<file path="config.mk">
export PLATFORM = sky130hd
export DESIGN_NAME = perf_counter_unit_flat
export DESIGN_NICKNAME = d
export VERILOG_FILES = /design/src/rtl/perf_counter_unit_pkg.sv /design/src/rtl/perf_counter_unit_if.sv /design/src/rtl/perf_event_accumulator.sv /design/src/rtl/perf_counter_unit.sv /design/src/flat_wrapper.sv
export SDC_FILE = /design/constraint.sdc
export NUM_CORES = 1
export LEC_CHECK = 0
export BUFFER_PORTS_ARGS = -buffer_cell sky130_fd_sc_hd__buf_2
export CAP_MARGIN = 10
export CORE_AREA = 2 2 191 286
export CTS_BUF_LIST = sky130_fd_sc_hd__clkbuf_16
export DETAILED_ROUTE_END_ITERATION = 8
export DIE_AREA = 0 0 193 288
export GPL_TIMING_DRIVEN = 1
export PLACE_DENSITY = 0.57
export SYNTH_ARGS = -nofsm -noshare
export SYNTH_HDL_FRONTEND = slang
export SYNTH_SLANG_ARGS = --single-unit
export TNS_END_PERCENT = 50
</file>
<file path="constraint.sdc">
create_clock -name clk -period 4.9 [get_ports clk]
set_input_delay 0.98 -clock clk [delete_from_list [all_inputs] [get_ports clk]]
set_output_delay 0.98 -clock clk [all_outputs]
set_load 0.005 [all_outputs]
</file>
<file path="src/rtl/perf_counter_unit_pkg.sv">
// Shared types for perf_counter_unit: counter layout, stream index, FSM state.
package perf_counter_unit_pkg;

  localparam int unsigned COUNTER_WIDTH     = 32;
  localparam int unsigned MEM_LANES         = 2;
  localparam int unsigned INT_LANES         = 2;
  localparam int unsigned DEC_LANES         = 2;
  localparam int unsigned NUM_PERF_COUNTERS = 7;

  typedef logic [COUNTER_WIDTH-1:0] DataPath;

  typedef struct packed {
    DataPath numIC_Miss;
    DataPath numLoadMiss;
    DataPath numStoreMiss;
    DataPath numStoreLoadForwardingFail;
    DataPath numMemDepPredMiss;
    DataPath numBranchPredMiss;
    DataPath numBranchPredMissDetectedOnDecode;
  } PerfCounterPath;

  // Stream word order; matches the member order of PerfCounterPath.
  typedef enum logic [2:0] {
    PerfIcMiss                         = 3'd0,
    PerfLoadMiss                       = 3'd1,
    PerfStoreMiss                      = 3'd2,
    PerfStoreLoadForwardingFail        = 3'd3,
    PerfMemDepPredMiss                 = 3'd4,
    PerfBranchPredMiss                 = 3'd5,
    PerfBranchPredMissDetectedOnDecode = 3'd6
  } PerfCounterIndex;

  // Indexable view of PerfCounterPath: the first member lands in the top element.
  typedef logic [NUM_PERF_COUNTERS-1:0][COUNTER_WIDTH-1:0] CounterVec;

  localparam logic [2:0] LAST_IDX = 3'(PerfBranchPredMissDetectedOnDecode);

  typedef enum logic {StIdle, StStream} snap_state_e;

endpackage

</file>
<file path="src/rtl/perf_counter_unit_if.sv">
// Snapshot stream: one counter word per valid/ready transfer.
interface perf_counter_unit_if;
  import perf_counter_unit_pkg::*;

  logic       snapOutValid;
  logic       snapOutReady;
  logic [2:0] snapOutIndex;
  DataPath    snapOutData;
  logic       snapOutLast;

  modport master (
    output snapOutValid, snapOutIndex, snapOutData, snapOutLast,
    input  snapOutReady
  );

  modport slave (
    input  snapOutValid, snapOutIndex, snapOutData, snapOutLast,
    output snapOutReady
  );
endinterface

</file>
<file path="src/rtl/perf_event_accumulator.sv">
// One performance counter: adds the popcount of a lane vector each enabled cycle.
// RSD_PERF_COUNTER_SATURATE_EN: saturate at all-ones instead of wrapping.
module perf_event_accumulator
  import perf_counter_unit_pkg::*;
#(
  parameter int unsigned Lanes = 2
) (
  input  logic             clk,
  input  logic             rstN,
  input  logic             i_count_en,
  input  logic             i_clear,
  input  logic [Lanes-1:0] i_events,
  output DataPath          o_count
);

  DataPath r_count;
  DataPath w_inc;
  DataPath w_next;

  // Popcount of the lane vector, zero-extended to the counter width.
  always_comb begin
    w_inc = '0;
    for (int unsigned i = 0; i < Lanes; i++) begin
      w_inc = w_inc + DataPath'(i_events[i]);
    end
  end

`ifdef RSD_PERF_COUNTER_SATURATE_EN
  logic [COUNTER_WIDTH:0] w_sum;
  assign w_sum  = {1'b0, r_count} + {1'b0, w_inc};
  assign w_next = w_sum[COUNTER_WIDTH] ? '1 : w_sum[COUNTER_WIDTH-1:0];
`else
  assign w_next = r_count + w_inc;
`endif

  // Counter register; clear wins over increment.
  always_ff @(posedge clk) begin
    if (!rstN) begin
      r_count <= '0;
    end else if (i_clear) begin
      r_count <= '0;
    end else if (i_count_en) begin
      r_count <= w_next;
    end
  end

  assign o_count = r_count;

endmodule

</file>
<file path="src/rtl/perf_counter_unit.sv">
// Seven performance counters with live output and a frozen snapshot stream.
// RSD_PERF_COUNTER_SATURATE_EN: counters saturate instead of wrapping.
module perf_counter_unit
  import perf_counter_unit_pkg::*;
(
  input  logic                 clk,
  input  logic                 rstN,
  input  logic                 countEnable,
  input  logic                 icMiss,
  input  logic [MEM_LANES-1:0] loadMiss,
  input  logic                 storeMiss,
  input  logic [MEM_LANES-1:0] storeLoadForwardingFail,
  input  logic [MEM_LANES-1:0] memDepPredMiss,
  input  logic [INT_LANES-1:0] branchPredMiss,
  input  logic [DEC_LANES-1:0] branchPredMissDetectedOnDecode,
  input  logic                 clearReq,
  input  logic                 snapshotReq,
  output logic                 snapshotBusy,
  perf_counter_unit_if.master  snap,
  output PerfCounterPath       perfCounter
);

  perf_event_accumulator #(.Lanes(1)) u_acc_ic_miss (
    .clk(clk), .rstN(rstN), .i_count_en(countEnable), .i_clear(clearReq),
    .i_events(icMiss), .o_count(perfCounter.numIC_Miss));

  perf_event_accumulator #(.Lanes(MEM_LANES)) u_acc_load_miss (
    .clk(clk), .rstN(rstN), .i_count_en(countEnable), .i_clear(clearReq),
    .i_events(loadMiss), .o_count(perfCounter.numLoadMiss));

  perf_event_accumulator #(.Lanes(1)) u_acc_store_miss (
    .clk(clk), .rstN(rstN), .i_count_en(countEnable), .i_clear(clearReq),
    .i_events(storeMiss), .o_count(perfCounter.numStoreMiss));

  perf_event_accumulator #(.Lanes(MEM_LANES)) u_acc_slf_fail (
    .clk(clk), .rstN(rstN), .i_count_en(countEnable), .i_clear(clearReq),
    .i_events(storeLoadForwardingFail), .o_count(perfCounter.numStoreLoadForwardingFail));

  perf_event_accumulator #(.Lanes(MEM_LANES)) u_acc_mem_dep (
    .clk(clk), .rstN(rstN), .i_count_en(countEnable), .i_clear(clearReq),
    .i_events(memDepPredMiss), .o_count(perfCounter.numMemDepPredMiss));

  perf_event_accumulator #(.Lanes(INT_LANES)) u_acc_br_miss (
    .clk(clk), .rstN(rstN), .i_count_en(countEnable), .i_clear(clearReq),
    .i_events(branchPredMiss), .o_count(perfCounter.numBranchPredMiss));

  perf_event_accumulator #(.Lanes(DEC_LANES)) u_acc_br_miss_dec (
    .clk(clk), .rstN(rstN), .i_count_en(countEnable), .i_clear(clearReq),
    .i_events(branchPredMissDetectedOnDecode),
    .o_count(perfCounter.numBranchPredMissDetectedOnDecode));

  snap_state_e    r_state, w_state_next;
  logic [2:0]     r_word_idx, w_word_idx_next;
  logic           w_capture;
  PerfCounterPath r_shadow;
  CounterVec      w_shadow_vec;
  logic [2:0]     w_vec_sel;

  // State and word index registers.
  always_ff @(posedge clk) begin
    if (!rstN) begin
      r_state    <= StIdle;
      r_word_idx <= '0;
    end else begin
      r_state    <= w_state_next;
      r_word_idx <= w_word_idx_next;
    end
  end

  // Next state: capture on request when idle, advance one word per transfer.
  always_comb begin
    w_state_next    = r_state;
    w_word_idx_next = r_word_idx;
    w_capture       = 1'b0;
    unique case (r_state)
      StIdle: begin
        if (snapshotReq) begin
          w_capture       = 1'b1;
          w_state_next    = StStream;
          w_word_idx_next = '0;
        end
      end
      StStream: begin
        if (snap.snapOutReady) begin
          if (r_word_idx == LAST_IDX) begin
            w_state_next    = StIdle;
            w_word_idx_next = '0;
          end else begin
            w_word_idx_next = r_word_idx + 3'd1;
          end
        end
      end
      default: w_state_next = StIdle;
    endcase
  end

  // Shadow copy takes the register values, i.e. before this cycle's increment or clear.
  always_ff @(posedge clk) begin
    if (!rstN) begin
      r_shadow <= '0;
    end else if (w_capture) begin
      r_shadow <= perfCounter;
    end
  end

  assign w_shadow_vec = r_shadow;
  assign w_vec_sel    = LAST_IDX - r_word_idx;

  assign snapshotBusy      = (r_state == StStream);
  assign snap.snapOutValid = (r_state == StStream);
  assign snap.snapOutIndex = r_word_idx;
  assign snap.snapOutData  = (r_state == StStream) ? w_shadow_vec[w_vec_sel] : '0;
  assign snap.snapOutLast  = (r_state == StStream) && (r_word_idx == LAST_IDX);

endmodule

</file>
<file path="src/flat_wrapper.sv">
// flat-port wrapper written by rule: the top's interface ports become plain ports
module perf_counter_unit_flat import perf_counter_unit_pkg::*;
  (clk, rstN, countEnable, icMiss, loadMiss, storeMiss, storeLoadForwardingFail, memDepPredMiss, branchPredMiss, branchPredMissDetectedOnDecode, clearReq, snapshotReq, snapshotBusy, perfCounter, snap_snapOutValid, snap_snapOutIndex, snap_snapOutData, snap_snapOutLast, snap_snapOutReady);
  perf_counter_unit_if snap_i ();
  input  logic clk;
  input  logic rstN;
  input  logic countEnable;
  input  logic icMiss;
  input  logic [MEM_LANES-1:0] loadMiss;
  input  logic storeMiss;
  input  logic [MEM_LANES-1:0] storeLoadForwardingFail;
  input  logic [MEM_LANES-1:0] memDepPredMiss;
  input  logic [INT_LANES-1:0] branchPredMiss;
  input  logic [DEC_LANES-1:0] branchPredMissDetectedOnDecode;
  input  logic clearReq;
  input  logic snapshotReq;
  output logic snapshotBusy;
  output PerfCounterPath perfCounter;
  output wire logic [$bits(snap_i.snapOutValid)-1:0] snap_snapOutValid;
  output wire logic [$bits(snap_i.snapOutIndex)-1:0] snap_snapOutIndex;
  output wire logic [$bits(snap_i.snapOutData)-1:0] snap_snapOutData;
  output wire logic [$bits(snap_i.snapOutLast)-1:0] snap_snapOutLast;
  input wire logic [$bits(snap_i.snapOutReady)-1:0] snap_snapOutReady;
  assign snap_snapOutValid = snap_i.snapOutValid;
  assign snap_snapOutIndex = snap_i.snapOutIndex;
  assign snap_snapOutData = snap_i.snapOutData;
  assign snap_snapOutLast = snap_i.snapOutLast;
  assign snap_i.snapOutReady = snap_snapOutReady;
  perf_counter_unit u_core (.clk(clk), .rstN(rstN), .countEnable(countEnable), .icMiss(icMiss), .loadMiss(loadMiss), .storeMiss(storeMiss), .storeLoadForwardingFail(storeLoadForwardingFail), .memDepPredMiss(memDepPredMiss), .branchPredMiss(branchPredMiss), .branchPredMissDetectedOnDecode(branchPredMissDetectedOnDecode), .clearReq(clearReq), .snapshotReq(snapshotReq), .snapshotBusy(snapshotBusy), .snap(snap_i), .perfCounter(perfCounter));
endmodule
</file>
Word-level counts from Yosys, hierarchy flattened
Index checks and enable logic that the tools add are counted.
- add/subtract/negate cells: 14
- multiply operators: 0
- div/mod/pow operators: 0
- magnitude comparators: 1
- equal/unequal tests: 3
- shifts and indexed selects: 0
- mux-type cells: 12
- bitwise gates (word level): 2
- reduce and logical (&&, ||, !) cells: 3
- operators with widths (operator ; count):
    adder 32 x 2 -> 32 bit ; 5
    binary-select mux 32 bit (select 3 bit) ; 1
    adder 32 x 1 -> 32 bit ; 2
    two-way mux 32 bit ; 2
    adder 1 x 1 -> 2 bit ; 5
    two-way mux 3 bit ; 3
    one-hot mux 3 bit (2 select lines) ; 1
    < comparator 3 x 4 -> 1 bit (second input constant) ; 1
    two-way mux 1 bit ; 4
    inequality test 2 bit (second input constant) ; 2
    adder 3 x 1 -> 3 bit (second input constant) ; 1
    == test 3 bit (second input constant) ; 1
    subtractor 3 bit (first input constant) ; 1
    NOT 1 bit ; 2
    one-hot mux 1 bit (2 select lines) ; 1
    AND reduction 2 bit ; 1
    OR reduction 2 bit ; 1
    logical AND 1 bit ; 1
- flip-flop bits (word level): 452
- latch bits: 0
- RAM bits: 0
- ROM bits: 0
- bits of input ports: 18
- logic and storage cells: 51
- memories: 0

Logic depth before layout (Yosys ltp)
Gate-level depths: netlist of run 1.
- word-level depth: 4
- gate-level depth with buffers: 11
- mapped depth without buffers: 8

By module
A second synthesis of run 1 with hierarchy kept.
- cells, all modules: 2435
- area total of the unflattened synthesis: 21360.5 um^2
- by module, submodules not included (module ; instances ; cells each ; area each (um^2) ; seq. area each (um^2)):
    perf_counter_unit ; 1 ; 1191 ; 10440.0 ; 4564.4
    perf_event_accumulator at u_core.u_acc_br_miss ... ; 3 ; 181 ; 1570.3 ; 640.6
    perf_event_accumulator at u_core.u_acc_ic_miss ... ; 2 ; 162 ; 1507.7 ; 640.6
    perf_event_accumulator at u_core.u_acc_load_miss ; 1 ; 186 ; 1597.8 ; 640.6
    perf_event_accumulator at u_core.u_acc_br_miss_dec ; 1 ; 191 ; 1596.5 ; 640.6

Worst setup path after synthesis of run 1
No wires, ideal clock.
- kind: reg-to-output
- start: register u_core.r_word_idx[0], in the netlist u_core.snap.snapOutIndex[0]
- end: output snap_snapOutData[11]
- data arrival time: 2850 ps
- data required time: 3920 ps
- slack: 1070 ps
- cell stages (with the launch flop): 12
- buffers on the path: 5
- cells stage by stage: dfxtp_1 clkbuf_1 buf_1 buf_1 inv_1 ha_1 clkbuf_1 buf_1 mux2i_1 o2bb2ai_1 nand2_1 a21boi_0
- cells in the longest elaborated chain, start to end: 4
- ends and longest elaborated chain (element ; RTL line ; text):
    from (decl) ; perf_counter_unit.sv:53 ; logic [2:0] r_word_idx, w_word_idx_next;
    from (signal assigned) ; perf_counter_unit.sv:66 ; r_word_idx <= w_word_idx_next;
    subtractor 3 bit ; perf_counter_unit.sv:107 ; assign w_vec_sel = LAST_IDX - r_word_idx;
    binary-select mux 32 bit (select 3 bit) ; perf_counter_unit.sv:112 ; assign snap.snapOutData = (r_state == StStream) ? w_shadow_vec[w_vec_sel] : '0;
    two-way mux 32 bit (not written as such) ; perf_counter_unit.sv:112 ;
    two-way mux 32 bit ; perf_counter_unit.sv:112 ;
    to (decl) ; flat_wrapper.sv:21 ; output wire logic [$bits(snap_i.snapOutData)-1:0] snap_snapOutData;
No other way between the ends. The select of a mux whose other input is x is not followed.

Worst setup path in the final report of run 1
Same ends and word-level chain as after synthesis.

==> out/results.ini, run 1 <==
[run_status]
outcome = complete, no violations

[worst_setup_path]
r2r_cells = 8
worstPathArrival_ns = 3.33
reg2reg_to = u_core.u_acc_load_miss.o_count[20]
path_class = reg2out
critPathLaunchType = flip-flop
cp_max_fo = 28
worstSetupStartpoint = u_core.snap.snapOutIndex[0]
rr_startpoint = u_core.u_acc_load_miss.o_count[0]
r2r_slack_ns = 1.88
end_kind = output pin
cp.required_ns = 3.92

[yosys]
synth_edf_count = 0
synthTopCellsByArea = dfxtp_1 (43%), nand2_1 (10%), a21boi_0 (8.9%), mux4_2 (3.4%), a21oi_1 (3.1%)
avgSynthCellArea_sq_um = 8.52
synth-async-reset-ratio_pct = 0
yosys.cell_types.count = 54
yosys.area.top_type_share_pct = 43.0
yosysTopAreaCell = dfxtp_1
syn_area_sq_um = 21000
ys_warn_count = 0
yosysSeqAreaShare_pct = 43.0
synth_top_flop_cell = dfxtp_1
ys_seq_elements = 452
synth_cells = 2470
synth_nets = 2506

[grt]
grt_max_degree = 226
globalRouteTotalUtil_pct = 25.4
grt_pass1_wl_mm = 109
grt_pass1_vias = 17900
antenna_found_initial = 0
overflow = 0

[clock_tree]
numCtsBuffers = 47
clockBufferDepth = 3
clock-sinks = 452
worstSkewPairLatency_ns = 0.57
htreeDepth = 2
root_buffer = clkbuf_16
clkTransAtPathRegs_ns = 0.06
cts_tree = built
post_cts_resized = 0
postCtsSetupRepairBufs = 0
ctsHoldBuffers = 0

[placement]
numPortBuffers = 279
gp_congestion = 0.865
dpl_cell_area_sq_um = 22800
place_ws_ns = 1.22
place_inst = 3277
dp_hpwl_mm = 52.9

[die]
die_area_sq_um = 55600
rows = 104
start_util_pct = 39.4
die_w_microns = 193
io_pins = 280
die_h_microns = 288
core_sq_um = 53400

[drt]
wirelength_mm = 72.5
wl_per_cell_microns = 21.6
vias_per_cell = 5.69
drt-initial-drc-count = 1241
wl_met1_mm = 28.5
dr_wl_met2_mm = 37.3
drc_errors = 0
vias = 19100
wl_met3_mm = 3.37
top_layer_used = met4
ant_nets = 0
dr.pass1.iters = 5

[final_layout]
drive_gt1_share_pct = 15.3
synthToLayoutAreaGrowth_pct = 15.3
nNetsFinal = 2673
fin_cells = 3362
fin_area_sq_um = 24200

[sta]
worst_slack_ns = 0.591
finalCriticalPeriod_ns = 4.31
finalClockSkew_ns = 0.0130
slew_viol_final = 0
grt_setup_unrepaired = false
tightest_slew_ns = 1.03
maxSlewHeadroom_pct = 31.0
tns_ns = 0
final_hold_viol_count = 0
fmaxAchievable_mhz = 232
setup-violations-final = 0
final.period_utilization_pct = 87.9

[worst_hold_path]
min_to = u_core.r_shadow[138]
hp-class = reg2reg
holdCritStartpoint = u_core.r_shadow[138]
min_path_cells = 2

[pwr]
finalPower_mw = 7.42
peakVddDrop_v = 0.000229
powerDensity_nw_per_um2 = 306
power.leakage_nw = 8.51

[flow_run]
drv_cap = 0

==> synthesized netlist by cell type, types with 13 or more instances <==
master     instances
dfxtp_1          452
o21ai_0           48
mux2i_1           45
o2bb2ai_1         23
o31ai_1           78
ha_1              13
mux4_2            32
nand3_1           61
nor4_1            18
nand4_1           70
or3_1             52
inv_1             40
a21boi_0         248
and3_1            16
a21oi_1          130
nor2_1            94
clkbuf_1         149
and4_1            32
nand2_1          583
xor2_1            46
xnor2_1           32
or4_1             86
==> final cells by class <==
class | count | area (sq um)
fill | 5408 | 29100
multi-input combinational | 1799 | 11200
sequential | 452 | 9050
timing repair buffer | 297 | 1580
clock buffer | 48 | 1200
tap | 689 | 862
clock inverter | 36 | 231
inverter | 40 | 150
antenna | 1 | 2.50
==> through the flow <==
step	hold WS [ns]	utilization (%)
finish	0.464	45.5
global route	0.483	45.4
CTS	0.465	45.4
detailed placement	0.457	42.8
global placement	0.451	42.8
floorplan	0.440	-
==> how the worst max path moves through the flow <==
stage | end
global placement | u_core.u_acc_mem_dep.o_count[31]
detailed placement | u_core.u_acc_load_miss.o_count[20]
finish | snap_snapOutData[11]
floorplan | snap_snapOutData[11]
global route | snap_snapOutData[11]
CTS | snap_snapOutData[11]
==> state kept, by name, indices dropped and copies added (netlist names) <==
register	count
u_core.snap.snapOutValid	1
u_core.u_acc_slf_fail.o_count	32
u_core.u_acc_store_miss.o_count	32
u_core.u_acc_br_miss.o_count	32
u_core.r_shadow	224
u_core.u_acc_mem_dep.o_count	32
u_core.u_acc_load_miss.o_count	32
u_core.snap.snapOutIndex	3
u_core.u_acc_br_miss_dec.o_count	32
u_core.u_acc_ic_miss.o_count	32
==> cell families (layout without fill, tap and decap cells) <==
family,Yosys count,in the layout,synth area share (%)
buffers and inverters,219,421,4.15
adders and majority gates,18,18,1.25
other,0,1,0
muxes,77,77,5.57
and+or+nand+nor,1064,1064,24.5
DFF,452,452,43.0
xor gates and xnor gates,78,78,3.25
AOI/OAI and AO/OA,562,562,18.3
==> placed cells by master, fill, tap and decap left out, types with 3 or more instances in the layout <==
master       n
a21boi_0   248
clkbuf_16   48
mux2i_1     45
nand4_1     70
inv_1       48
o221ai_1     9
o21ai_0     48
buf_2      278
nor4_1      18
or4_1       86
or3_1       52
nand2_1    583
nor2_1      94
nand4b_1     3
ha_1        12
nor3_1      12
buf_4       15
clkinv_2     8
and2_1       4
o211a_1      9
clkinv_1    14
or4_4        3
dfxtp_1    451
and4_1      32
buf_12       4
and3_1      16
nor2b_1      3
mux4_2      32
a211oi_1     6
xnor2_1     31
fa_1         5
o21a_1       3
o2bb2ai_1   23
nand2b_1     7
xor2_1      45
o31ai_1     78
a21oi_1    130
nand3_1     61
==> report_power, final <==
group | total, mW | switching [mW] | leakage [nW] | internal, mW
Sequential | 3.69 | 0.0136 | 3.64 | 3.68
Combinational | 0.296 | 0.208 | 4.14 | 0.0877
Clock | 3.43 | 1.55 | 0.734 | 1.88
==> worst max-delay path, stage by stage (launching register included) <==
cell	delay [ns]
dfxtp_4	0.35
buf_4	0.36
ha_1	0.33
xor2_2	0.77
nand2_1	0.09
a21boi_0	0.61
buf_2	0.24
==> routing by layer <==
| metal | vias to the layer above | global-route usage, % |
|---|---|---|
| met5 | - | 0 |
| met4 | 0 | 11.0 |
| met3 | 138 | 3.19 |
| met2 | 519 | 45.7 |
| met1 | 9326 | 29.9 |
| li1 | 9145 | - |
Note: power is estimated with default switching activity, not from simulation.
==> run 2: changes to the inputs <==
BUFFER_PORTS_ARGS = -buffer_cell sky130_fd_sc_hd__buf_4   (was -buffer_cell sky130_fd_sc_hd__buf_2)
==> out/results.ini, run 2 (same netlist as run 1, synthesis figures left out) <==
[die]
io_pins = 280  ; unchanged
die_area_sq_um = 55600  ; unchanged
rows = 104  ; unchanged
start_util_pct = 39.4  ; unchanged
die_h_microns = 288  ; unchanged
die_w_microns = 193  ; unchanged
core_sq_um = 53400  ; unchanged

[grt]
grt_pass1_vias = 18000  ; was 17900
grt_max_degree = 113  ; was 226
globalRouteTotalUtil_pct = 25.6  ; was 25.4%
grt_pass1_wl_mm = 110  ; was 109 mm
antenna_found_initial = 0  ; unchanged
overflow = 0  ; unchanged

[clock_tree]
ctsHoldBuffers = 0  ; unchanged
post_cts_resized = 0  ; unchanged
worstSkewPairLatency_ns = 0.57  ; about the same
clock-sinks = 452  ; unchanged
postCtsSetupRepairBufs = 0  ; unchanged
clkTransAtPathRegs_ns = 0.06  ; about the same
numCtsBuffers = 47  ; unchanged
htreeDepth = 2  ; unchanged
root_buffer = clkbuf_16  ; unchanged
cts_tree = built  ; unchanged
clockBufferDepth = 3  ; unchanged

[final_layout]
drive_gt1_share_pct = 15.4  ; was 15.3%
seqCellArea_sq_um = 9050  ; unchanged
fin_area_sq_um = 25000  ; was 24200 sq um
largest_reg_flops = 224  ; unchanged
nNetsFinal = 2682  ; was 2673
final_cell_mix = nand2_1 (583), dfxtp_1 (451), buf_4 (300), a21boi_0 (248), a21oi_1 (130)  ; was nand2_1 (583), dfxtp_1 (451), buf_2 (278), a21boi_0 (248), a21oi_1 (130)
num-fill-cells = 5315  ; was 5408
synthToLayoutAreaGrowth_pct = 18.8  ; was 15.3%
top_register = u_core.r_shadow  ; unchanged
multi_input_area_sq_um = 11200  ; about the same
antenna_cells = 0  ; was 1
final_common_cell = nand2_1  ; unchanged

[pwr]
peakVddDrop_v = 0.000228  ; was 0.000229 V
power.leakage_nw = 8.55  ; was 8.51 nW
powerDensity_nw_per_um2 = 295  ; was 306 nW/um^2

[sta]
worst_slack_ns = 0.548  ; was 0.591 ns
setup-violations-final = 0  ; unchanged
maxSlewHeadroom_pct = 25.2  ; was 31.0%
finalClockSkew_ns = 0.0100  ; was 0.0130 ns
final.period_utilization_pct = 88.8  ; was 87.9%
grt_setup_unrepaired = false  ; unchanged
tns_ns = 0  ; unchanged
final_hold_viol_count = 0  ; unchanged
finalCriticalPeriod_ns = 4.35  ; was 4.31 ns
tightest_slew_ns = 1.12  ; was 1.03 ns
fmaxAchievable_mhz = 230  ; was 232 MHz
slew_viol_final = 0  ; unchanged

[placement]
dp_hpwl_mm = 53.4  ; was 52.9 mm
dpl_cell_area_sq_um = 23600  ; was 22800 sq um
numPortBuffers = 279  ; unchanged
place_ws_ns = 1.19  ; was 1.22 ns
gp_congestion = 0.887  ; was 0.865

[drt]
vias_per_cell = 5.65  ; was 5.69
wirelength_mm = 73.0  ; was 72.5 mm
wl_per_cell_microns = 21.7  ; was 21.6 microns
ant_nets = 0  ; unchanged
vias = 19000  ; was 19100
drt-initial-drc-count = 998  ; was 1241
dr.pass1.iters = 7  ; was 5
drc_errors = 0  ; unchanged

[worst_setup_path]
r2r_slack_ns = 1.89  ; was 1.88 ns
end_kind = output pin  ; unchanged
worstPathArrival_ns = 3.37  ; was 3.33 ns
cp.required_ns = 3.92  ; about the same
path_class = reg2out  ; unchanged
critPathLaunchType = flip-flop  ; unchanged
rr_startpoint = u_core.u_acc_br_miss_dec.o_count[0]  ; was u_core.u_acc_load_miss.o_count[0]
cp_max_fo = 49  ; was 28
r2r_cells = 8  ; unchanged
reg2reg_to = u_core.u_acc_br_miss_dec.o_count[28]  ; was u_core.u_acc_load_miss.o_count[20]

[flow_run]
drv_cap = 0  ; unchanged

[run_status]
outcome = complete, no violations  ; unchanged

[worst_hold_path]
min_to = u_core.r_shadow[159]  ; was u_core.r_shadow[138]
holdCritStartpoint = u_core.r_shadow[159]  ; was u_core.r_shadow[138]
min_path_cells = 2  ; unchanged
hp-class = reg2reg  ; unchanged

## run 2: changes by cell type in the layout (fill, tap and decap cells not counted), moves of 2 or more
cell,change
clkinv_1,-4
inv_6,+3
clkinv_8,-2
buf_2,-278
buf_4,+285
clkinv_2,-4
inv_1,+7
buf_12,+2
## run 2: area by class of cell
cell class	instances	share of cell area, %
inverters	40	0.601
multi-input cells	1799	44.7
clock buffers	47	4.71
well taps	689	3.45
repair buffers	306	9.49
flip-flops and latches	452	36.2
clock inverters	35	0.836
## run 2: metal layers
| metal | GRT usage (%) | part of all wire, % |
|---|---|---|
| met5 | 0 | 0 |
| met1 | 30.3 | 39 |
| met3 | 3.43 | 4.9 |
| met4 | 10.9 | 4.4 |
| met2 | 45.9 | 51 |
## run 2: worst max-delay path: stages, from the launching register on
cell	delay, ns
dfxtp_1	0.47
ha_4	0.49
nor2b_1	0.67
buf_4	0.37
o2bb2ai_1	0.14
nand2_1	0.06
a21boi_0	0.39
buf_4	0.20
## run 2: how the worst max path moves through the flow
stage	from	endpoint	slack (ns)	cells past startpoint
after detailed placement	u_core.snap.snapOutIndex[1]	snap_snapOutData[16]	1.19	7
after CTS	u_core.snap.snapOutIndex[1]	snap_snapOutData[16]	0.56	7
after global routing	u_core.snap.snapOutIndex[1]	snap_snapOutData[13]	0.42	7
after global placement	u_core.snap.snapOutIndex[1]	snap_snapOutData[13]	1.25	7
after floorplan	u_core.snap.snapOutIndex[0]	snap_snapOutData[11]	1.07	11
final	u_core.snap.snapOutIndex[1]	snap_snapOutData[16]	0.55	7
## run 2: report_power, final
group / internal, mW / switching, mW
logic: 0.103 / 0.213
registers: 3.68 / 0.0140
clock network: 1.84 / 1.53
## run 2: stage by stage
| stage | hold slack, ns | power, mW | utilization (%) | instances |
|---|---|---|---|---|
| floorplan | 0.440 | 3.99 | - | 2470 |
| global placement | 0.451 | 4.09 | 44.2 | 3286 |
| detailed placement | 0.459 | 4.10 | 44.2 | 3286 |
| CTS | 0.467 | 7.45 | 46.8 | 3368 |
| global route | 0.488 | 7.61 | 46.8 | 3368 |
| finish | 0.462 | 7.38 | 46.8 | 3368 |
==> run 3: changes to the inputs <==
CORE_AREA = 2 2 159 239   (was 2 2 191 286)
DIE_AREA = 0 0 161 241   (was 0 0 193 288)
PLACE_DENSITY = 0.78   (was 0.57)
==> out/results.ini, run 3 (same netlist as run 1, synthesis figures left out) <==
[pwr]
peakVddDrop_v = 0.000209  ; was 0.000228 V
finalPower_mw = 7.23  ; was 7.38 mW
power.leakage_nw = 8.43  ; was 8.55 nW
powerDensity_nw_per_um2 = 294  ; was 295 nW/um^2

[sta]
slew_viol_final = 0  ; unchanged
finalClockSkew_ns = 0.0185  ; was 0.0100 ns
final_hold_viol_count = 0  ; unchanged
final.period_utilization_pct = 81.6  ; was 88.8%
maxSlewHeadroom_pct = 26.6  ; was 25.2%
tns_ns = 0  ; unchanged
setup-violations-final = 0  ; unchanged
finalCriticalPeriod_ns = 4.00  ; was 4.35 ns
fmaxAchievable_mhz = 250  ; was 230 MHz
grt_setup_unrepaired = false  ; unchanged
tightest_slew_ns = 1.10  ; was 1.12 ns

[clock_tree]
root_buffer = clkbuf_16  ; unchanged
clkTransAtPathRegs_ns = 0.06  ; about the same
worstSkewPairLatency_ns = 0.56  ; was 0.57 ns
cts_tree = built  ; unchanged
post_cts_resized = 0  ; unchanged
htreeDepth = 2  ; unchanged
clock-sinks = 452  ; unchanged
postCtsSetupRepairBufs = 0  ; unchanged
ctsHoldBuffers = 0  ; unchanged
numCtsBuffers = 43  ; was 47
clockBufferDepth = 3  ; unchanged

[final_layout]
num-fill-cells = 3069  ; was 5315
final_common_cell = nand2_1  ; unchanged
multi_input_area_sq_um = 11200  ; about the same
synthToLayoutAreaGrowth_pct = 16.8  ; was 18.8%
final_cell_mix = nand2_1 (583), dfxtp_1 (451), buf_4 (292), a21boi_0 (248), a21oi_1 (130)  ; was nand2_1 (583), dfxtp_1 (451), buf_4 (300), a21boi_0 (248), a21oi_1 (130)
top_register = u_core.r_shadow  ; unchanged
fin_area_sq_um = 24600  ; was 25000 sq um
nNetsFinal = 2667  ; was 2682
drive_gt1_share_pct = 15.1  ; was 15.4%
largest_reg_flops = 224  ; unchanged
antenna_cells = 0  ; unchanged
seqCellArea_sq_um = 9050  ; unchanged

[drt]
wirelength_mm = 66.7  ; was 73.0 mm
wl_per_cell_microns = 21.2  ; was 21.7 microns
drc_errors = 0  ; unchanged
ant_nets = 0  ; unchanged
vias_per_cell = 6.23  ; was 5.65
vias = 19600  ; was 19000
drt-initial-drc-count = 1744  ; was 998
dr.pass1.iters = 7  ; unchanged

[worst_setup_path]
cp.required_ns = 3.92  ; about the same
end_kind = output pin  ; unchanged
cp_cell_sequence = ha_4 -> mux4_2 -> nand2_1 -> a21boi_0 -> buf_4  ; was ha_4 -> nor2b_1 -> buf_4 -> o2bb2ai_1 -> nand2_1 -> a21boi_0 -> buf_4
critPathTopFamily = adder cells  ; was simple AND/OR/NAND/NOR gates
critPathLaunchType = flip-flop  ; unchanged
critPathMaxStageDelay_ns = 1.02  ; was 0.67 ns
worstPathArrival_ns = 3.02  ; was 3.37 ns
cp_slowest_cell = ha_4  ; was nor2b_1
path_class = reg2out  ; unchanged
cp_num_buf_inv = 1  ; was 2
cp_max_fo = 74  ; was 49

[grt]
antenna_found_initial = 0  ; unchanged
globalRouteTotalUtil_pct = 33.0  ; was 25.6%
grt_pass1_vias = 17900  ; was 18000
overflow = 0  ; unchanged
grt_max_degree = 224  ; was 113
grt_pass1_wl_mm = 101  ; was 110 mm

[worst_hold_path]
hp-class = reg2reg  ; unchanged

[die]
rows = 86  ; was 104
die_h_microns = 241  ; was 288 microns
io_pins = 280  ; unchanged
die_area_sq_um = 38800  ; was 55600 sq um
core_sq_um = 36600  ; was 53400 sq um
start_util_pct = 57.5  ; was 39.4%
die_w_microns = 161  ; was 193 microns

[placement]
numPortBuffers = 279  ; unchanged
dpl_cell_area_sq_um = 23200  ; was 23600 sq um
gp_congestion = 0.910  ; was 0.887
dp_hpwl_mm = 47.2  ; was 53.4 mm

[run_status]
outcome = complete, no violations  ; unchanged

[flow_run]
drv_cap = 0  ; unchanged

==> run 3: metal layers <==
metal  wire length (microns)  GRT usage, %
met1                   24600          37.9
met3                    3940          3.88
met2                   33000          57.6
met4                    5170          22.6
met5                       0             0
==> run 3: final timing paths <==
kind	end	slack, ns	from	depth (start not counted)
worst max-delay path	snap_snapOutData[18]	0.90	u_core.snap.snapOutIndex[1]	5
worst max register to register	u_core.u_acc_mem_dep.o_count[28]	2.00	u_core.u_acc_mem_dep.o_count[0]	8
worst min register to register	u_core.r_shadow[94]	0.46	u_core.r_shadow[94]	2
worst min-delay path	u_core.r_shadow[94]	0.46	u_core.r_shadow[94]	2
==> run 3: through the flow <==
stage	cells	util [%]	hold slack, ns	setup WS (ns)
floorplan	2470	-	0.440	1.07
global placement	3070	63.5	0.451	1.45
CTS	3147	67.1	0.466	0.906
finish	3147	67.1	0.463	0.900
detailed placement	3070	63.5	0.457	1.39
global route	3147	67.1	0.482	0.789
==> run 3: power breakdown <==
group / switching (mW) / internal (mW)
clock network: 1.42 / 1.82
logic: 0.207 / 0.0943
registers: 0.00928 / 3.68
==> run 3: layout make-up <==
type	instances	area share, %
multi-input cells	1799	45.4
clock buffers	45	4.58
flip-flops and latches	452	36.9
repair buffers	295	9.17
inverters	40	0.611
well taps	484	2.47
clock inverters	32	0.896
==> run 3: worst register-to-register path: stages, from the launching register on <==
cell	delay, ns
dfxtp_1	0.42
inv_1	0.08
fa_1	0.44
inv_1	0.10
ha_1	0.19
nand3_1	0.19
or4_1	0.73
or4_1	0.54
a21oi_1	0.15
